## config.mk

```make
export PLATFORM = sky130hd
export DESIGN_NAME = jtpopeye_rom_resp
export DESIGN_NICKNAME = d
export VERILOG_FILES = /design/src/rtl/jtpopeye_pkg.sv /design/src/rtl/jtpopeye_rfsh_cnt.sv /design/src/rtl/jtpopeye_rom_resp.sv
export SDC_FILE = /design/constraint.sdc
export NUM_CORES = 1
export LEC_CHECK = 0
export ABC_AREA = 1
export CORE_ASPECT_RATIO = 2
export CORE_MARGIN = 2
export CORE_UTILIZATION = 45
export DETAILED_ROUTE_END_ITERATION = 10
export PLACE_DENSITY = 0.78
export RECOVER_POWER = 50
export SLEW_MARGIN = 25
export SYNTH_ARGS = -nofsm -noshare
export SYNTH_HDL_FRONTEND = slang
export SYNTH_SLANG_ARGS = --single-unit
```

## constraint.sdc

```tcl
create_clock -name clk -period 2.85 [get_ports clk]
set_clock_uncertainty 0.05 [all_clocks]
set_input_delay 0.4275 -clock clk [delete_from_list [all_inputs] [get_ports clk]]
set_output_delay 0.4275 -clock clk [all_outputs]
set_load 0.005 [all_outputs]
```

## src/rtl/jtpopeye_pkg.sv

```systemverilog
// Shared types and default sizing for the Popeye ROM read responder.
package jtpopeye_pkg;

    localparam int AW_DEF          = 22;
    localparam int RFSH_PERIOD_DEF = 312;
    localparam int RFSH_MAX_DEF    = 4;

    // Responder FSM: one 32-bit request becomes two 16-bit reads; refresh is
    // a separate state so it can never split the two halves of a read.
    typedef enum logic [1:0] {
        ST_IDLE  = 2'd0,
        ST_RD_LO = 2'd1,
        ST_RD_HI = 2'd2,
        ST_RFSH  = 2'd3
    } rom_st_e;

endpackage

```

## src/rtl/jtpopeye_rfsh_cnt.sv

```systemverilog
// Refresh credit bookkeeping: a free-running period counter earns one credit
// per RFSH_PERIOD cycles, the responder spends one per completed refresh.
module jtpopeye_rfsh_cnt
    import jtpopeye_pkg::*;
#(
    parameter int RFSH_PERIOD = RFSH_PERIOD_DEF,
    parameter int RFSH_MAX    = RFSH_MAX_DEF,
    localparam int CW         = $clog2(RFSH_MAX + 1),
    localparam int PW         = $clog2(RFSH_PERIOD + 1)
) (
    input  logic          clk,
    input  logic          rst_n,
    input  logic          clear,
    input  logic          spend,
    output logic [CW-1:0] credits,
    output logic          pending,
    output logic          urgent
);

    logic [PW-1:0] per;
    logic          earn;
    logic          sat;

    assign earn    = (per == PW'(RFSH_PERIOD - 1));
    assign sat     = (credits == CW'(RFSH_MAX));
    assign pending = (credits != '0);
    assign urgent  = sat;

    // Period counter wraps every RFSH_PERIOD cycles; the wrap cycle earns.
    always_ff @(posedge clk) begin
        if (!rst_n || clear)
            per <= '0;
        else if (earn)
            per <= '0;
        else
            per <= per + 1'b1;
    end

    // Saturating credit count; a simultaneous earn and spend cancel out.
    always_ff @(posedge clk) begin
        if (!rst_n || clear)
            credits <= '0;
        else if (earn && !spend && !sat)
            credits <= credits + 1'b1;
        else if (spend && !earn && pending)
            credits <= credits - 1'b1;
    end

endmodule

```

## src/rtl/jtpopeye_rom_resp.sv

```systemverilog
// Responder end of the game ROM-read handshake. Each accepted 32-bit request
// is served as two 16-bit memory reads (addr, addr+1); refresh is slotted in
// between requests, opportunistically during blanking or forced when overdue.
module jtpopeye_rom_resp
    import jtpopeye_pkg::*;
#(
    parameter int AW          = AW_DEF,
    parameter int RFSH_PERIOD = RFSH_PERIOD_DEF,
    parameter int RFSH_MAX    = RFSH_MAX_DEF
) (
    input  logic          clk,
    input  logic          rst_n,
    input  logic          loop_rst,
    input  logic          downloading,
    // game side
    input  logic          sdram_req,
    input  logic [AW-1:0] sdram_addr,
    output logic          sdram_ack,
    output logic [31:0]   data_read,
    output logic          data_rdy,
    input  logic          refresh_en,
    // memory side
    output logic [AW-1:0] mem_addr,
    output logic          mem_rd,
    input  logic          mem_rdy,
    input  logic [15:0]   mem_data,
    output logic          mem_rfsh,
    input  logic          mem_rfsh_done
);

    localparam int CW = $clog2(RFSH_MAX + 1);

    rom_st_e       st, st_nx;
    logic [AW-1:0] addr;
    logic [15:0]   lo;
    logic          take, lo_ld, done, spend;
    logic [CW-1:0] credits;
    logic          pending, urgent;

    jtpopeye_rfsh_cnt #(
        .RFSH_PERIOD (RFSH_PERIOD),
        .RFSH_MAX    (RFSH_MAX)
    ) u_rfsh (
        .clk     (clk),
        .rst_n   (rst_n),
        .clear   (loop_rst),
        .spend   (spend),
        .credits (credits),
        .pending (pending),
        .urgent  (urgent)
    );

    // Memory strobes decode straight from the state register, so they are
    // clean and drop the cycle after the FSM leaves a read/refresh state.
    assign mem_rd   = (st == ST_RD_LO) || (st == ST_RD_HI);
    assign mem_rfsh = (st == ST_RFSH);
    assign mem_addr = (st == ST_RD_HI) ? addr + AW'(1) : addr;

    // Next-state: download blocks everything, overdue refresh beats a new
    // request, a new request beats an opportunistic refresh. A download
    // aborts an in-flight read (the game re-requests afterwards), but a
    // refresh already issued always runs to completion.
    always_comb begin
        st_nx = st;
        take  = 1'b0;
        lo_ld = 1'b0;
        done  = 1'b0;
        spend = 1'b0;
        case (st)
            ST_IDLE: begin
                if (downloading)
                    st_nx = ST_IDLE;
                else if (urgent)
                    st_nx = ST_RFSH;
                else if (sdram_req) begin
                    take  = 1'b1;
                    st_nx = ST_RD_LO;
                end else if (refresh_en && pending)
                    st_nx = ST_RFSH;
            end
            ST_RD_LO: begin
                if (downloading)
                    st_nx = ST_IDLE;
                else if (mem_rdy) begin
                    lo_ld = 1'b1;
                    st_nx = ST_RD_HI;
                end
            end
            ST_RD_HI: begin
                if (downloading)
                    st_nx = ST_IDLE;
                else if (mem_rdy) begin
                    done  = 1'b1;
                    st_nx = ST_IDLE;
                end
            end
            ST_RFSH: begin
                if (mem_rfsh_done) begin
                    spend = 1'b1;
                    st_nx = ST_IDLE;
                end
            end
            default: st_nx = ST_IDLE;
        endcase
    end

    // State, request latch and game-side response registers.
    always_ff @(posedge clk) begin
        if (!rst_n || loop_rst) begin
            st        <= ST_IDLE;
            addr      <= '0;
            lo        <= '0;
            data_read <= '0;
            data_rdy  <= 1'b0;
            sdram_ack <= 1'b0;
        end else begin
            st        <= st_nx;
            sdram_ack <= take;
            data_rdy  <= done;
            if (take)
                addr <= sdram_addr;
            if (lo_ld)
                lo <= mem_data;
            if (done)
                data_read <= {mem_data, lo};
        end
    end

endmodule
```

==> flow_metrics.tcl <==
set metrics [dict create \
    syn_area_um2 3960 \
    reg2reg_to "u_rfsh.credits[2]$_SDFFE_PP0P_" \
    antenna_cells 0 \
    area_growth_syn_to_layout_pct 36.4 \
    clk_latency_ns 0.33 \
    numCtsBuffers 9 \
    setup.worst_path.end "mem_addr[19]" \
    fin_nets 693 \
    ys_seq_area_share_pct 43.5 \
    syn_avg_cell_area_um2 7.36 \
    total_power_mw 2.54 \
    maxCapViolations 0 \
    die-area_um2 9610 \
    yosys_warnings 0 \
    dpl_cell_area_um2 5060 \
    drtIter0Drc 172 \
    clock_sinks 86 \
    final_common_cell "inv_1" \
    dr.pass1.iters 4 \
    cp_max_fo 7 \
    cts.path.max_buffers 2 \
    use_met3_pct 5.23 \
    max_freq_mhz 363 \
    vias 3680 \
    start_util_pct 46.1 \
    arrival_ns 2.28 \
    track_usage_pct 20.4 \
    die_h_um 137 \
    dp_slack_ns 0.238 \
    synth_cell_type_count 29 \
    stdcell_count 744 \
    antenna_found_initial 0 \
    max_slew_margin_pct 30.1 \
    portBuffers 103 \
    slew_violations 0 \
    drive_above_1_share_pct 7.92 \
    crit_required_ns 2.37 \
    whs_ns 0.389 \
    tightestPinTransition_ns 1.04 \
    wl_um 9800 \
    worst_hold_path_type "reg2reg" \
    r2r_slack_ns 0.87 \
    grt_setup_unrepaired "true" \
    clkTransAtPathRegs_ns 0.06 \
    n_fill_cell 776 \
    r2r_cells 11 \
    cts_tree "built" \
    p_leak_nw 2.13 \
    post-route-drc-count 0 \
    cts_root_buf "clkbuf_16" \
    startpoint_type "flop" \
    grt_pass1_wl_um 15600 \
    gr-total-overflow 0 \
    grt_util_met1_pct 19.6 \
    via_per_inst 4.95 \
    hold_viol 0 \
    crit_type "reg2out" \
    pin_count 104 \
    powerDensity_nw_per_um2 471 \
    grt_pass1_vias 3550 \
    r2r_start "u_rfsh.per[0]$_SDFF_PP0_" \
    routedWlPerCell_um 13.2 \
    postLayoutCellArea_um2 5400 \
    ir_drop_uv 528 \
    ys_seq_elements 86 \
    htreeDepth 3 \
    grt_use_met2_pct 39.4 \
    die_w_um 70.3 \
    crit_path_start "st[0]$_SDFFE_PP0P_" \
    ant_nets 0 \
    design.core.area_um2 8590 \
    final_cell_mix "inv_1, dfxtp_1, a21oi_1" \
    period_share_pct 96.7 \
    placementRows 48 \
    dp.cells 724 \
    fin_crit_ns 2.75 \
    syn_nets 592 \
    gp_congestion 0.862 \
    finalSetupViolCount 0 \
    gr-max-usage-layer "met2" \
    hpwl_um 7400 \
    synth_cells 538 \
    end_kind "output pin" \
    status "finished clean" \
    grt_max_degree 62 \
    setup_ws_ns 0.0951 \
]
layer usage:
metal  vias up  share of wire [%]
met1      1651                 36
met3        12                6.0
met2        90                 56
li1       1927                  -
met4         0                2.1
met5         -                  0
Yosys cell counts:
cell type	number	area, um^2
inv_1	96	360
dfxtp_1	86	1720
a21oi_1	80	400
o21ai_0	76	380
nand2_1	65	244
nor2_1	32	120
nand3_1	16	80.1
xor2_1	14	123
buf_2	12	60.1
nand4_1	8	50.1
nor3_1	8	40.0
clkbuf_1	7	26.3
ha_1	7	87.6
nand2_2	4	25.0
clkbuf_2	3	15.0
a21boi_0	2	15.0
inv_2	2	7.51
nand3_2	2	20.0
nor2_2	2	12.5
nor2_4	2	22.5
nor3_2	2	20.0
nor3_4	2	32.5
nor3b_1	2	15.0
o21ai_1	2	10.0
o21bai_1	2	15.0
buf_6	1	11.3
fa_1	1	20.0
nand2_4	1	11.3
nand4_2	1	12.5
stage by stage:
stage / TNS [ns] / util (%)
final: 0 / 62.9
after CTS: 0 / 62.5
after floorplan: 0 / -
after detailed placement: 0 / 59.0
after global routing: -0.0552 / 62.9
after global placement: 0 / 59.0
how the worst min path moves through the flow:
stage	from	to	cells past startpoint
final	lo[9]$_SDFFE_PP0P_	lo[9]$_SDFFE_PP0P_	2
after global routing	data_read[27]$_SDFFE_PP0P_	data_read[27]$_SDFFE_PP0P_	2
after CTS	lo[1]$_SDFFE_PP0P_	lo[1]$_SDFFE_PP0P_	2
after detailed placement	lo[9]$_SDFFE_PP0P_	lo[9]$_SDFFE_PP0P_	2
after global placement	lo[1]$_SDFFE_PP0P_	lo[1]$_SDFFE_PP0P_	2
after floorplan	lo[0]$_SDFFE_PP0P_	lo[0]$_SDFFE_PP0P_	2
worst max-delay path: stages, from the launching register on:
cell and delay, ns:
dfxtp_2 0.34, inv_2 0.08, ha_4 0.16, buf_4 0.16, nand2_4 0.08, nor3_4 0.18
nand3_2 0.14, nor2_4 0.16, nand3_1 0.08, nand2_1 0.08, clkdlybuf4s50_1 0.50
state kept, by name, indices dropped and copies added, names as in the netlist:
| signal | cells |
|---|---|
| data_read | 32 |
| addr | 22 |
| lo | 16 |
| u_rfsh.per | 9 |
| u_rfsh.credits | 3 |
| st | 2 |
| data_rdy | 1 |
| sdram_ack | 1 |
cell families after synthesis:
family                   Yosys count  share of synthesized area, %
AO/OA/AOI/OAI                    162                          20.7
buffers and inverters            121                          12.1
flip-flops                        86                          43.5
AND/OR/NAND/NOR                  147                          17.8
adder cells (fa/ha/maj)            8                          2.72
XOR/XNOR                          14                          3.10
repair_timing:
item	CTS	global route
buffers inserted	1	3
resized for setup	4	8
endpoints found under the setup margin	7	6
hold buffers	0	0
pin swaps	1	2
report_power, final:
group | internal (mW) | leakage (nW) | switching [mW]
registers | 1.22 | 0.696 | 0.0186
logic | 0.124 | 1.29 | 0.108
clock network | 0.591 | 0.136 | 0.480
total | 1.94 | 2.13 | 0.607
area by class of cell:
class | instances | area, um^2 | area share (%)
Multi-Input combinational cell | 331 | 1790 | 33.1
Sequential cell | 86 | 1730 | 31.9
Timing Repair Buffer | 113 | 1120 | 20.8
Inverter | 98 | 368 | 6.81
Clock buffer | 9 | 225 | 4.17
Tap cell | 100 | 125 | 2.32
Clock inverter | 7 | 48.8 | 0.903
No activity file was read; power rests on OpenSTA's default activity.
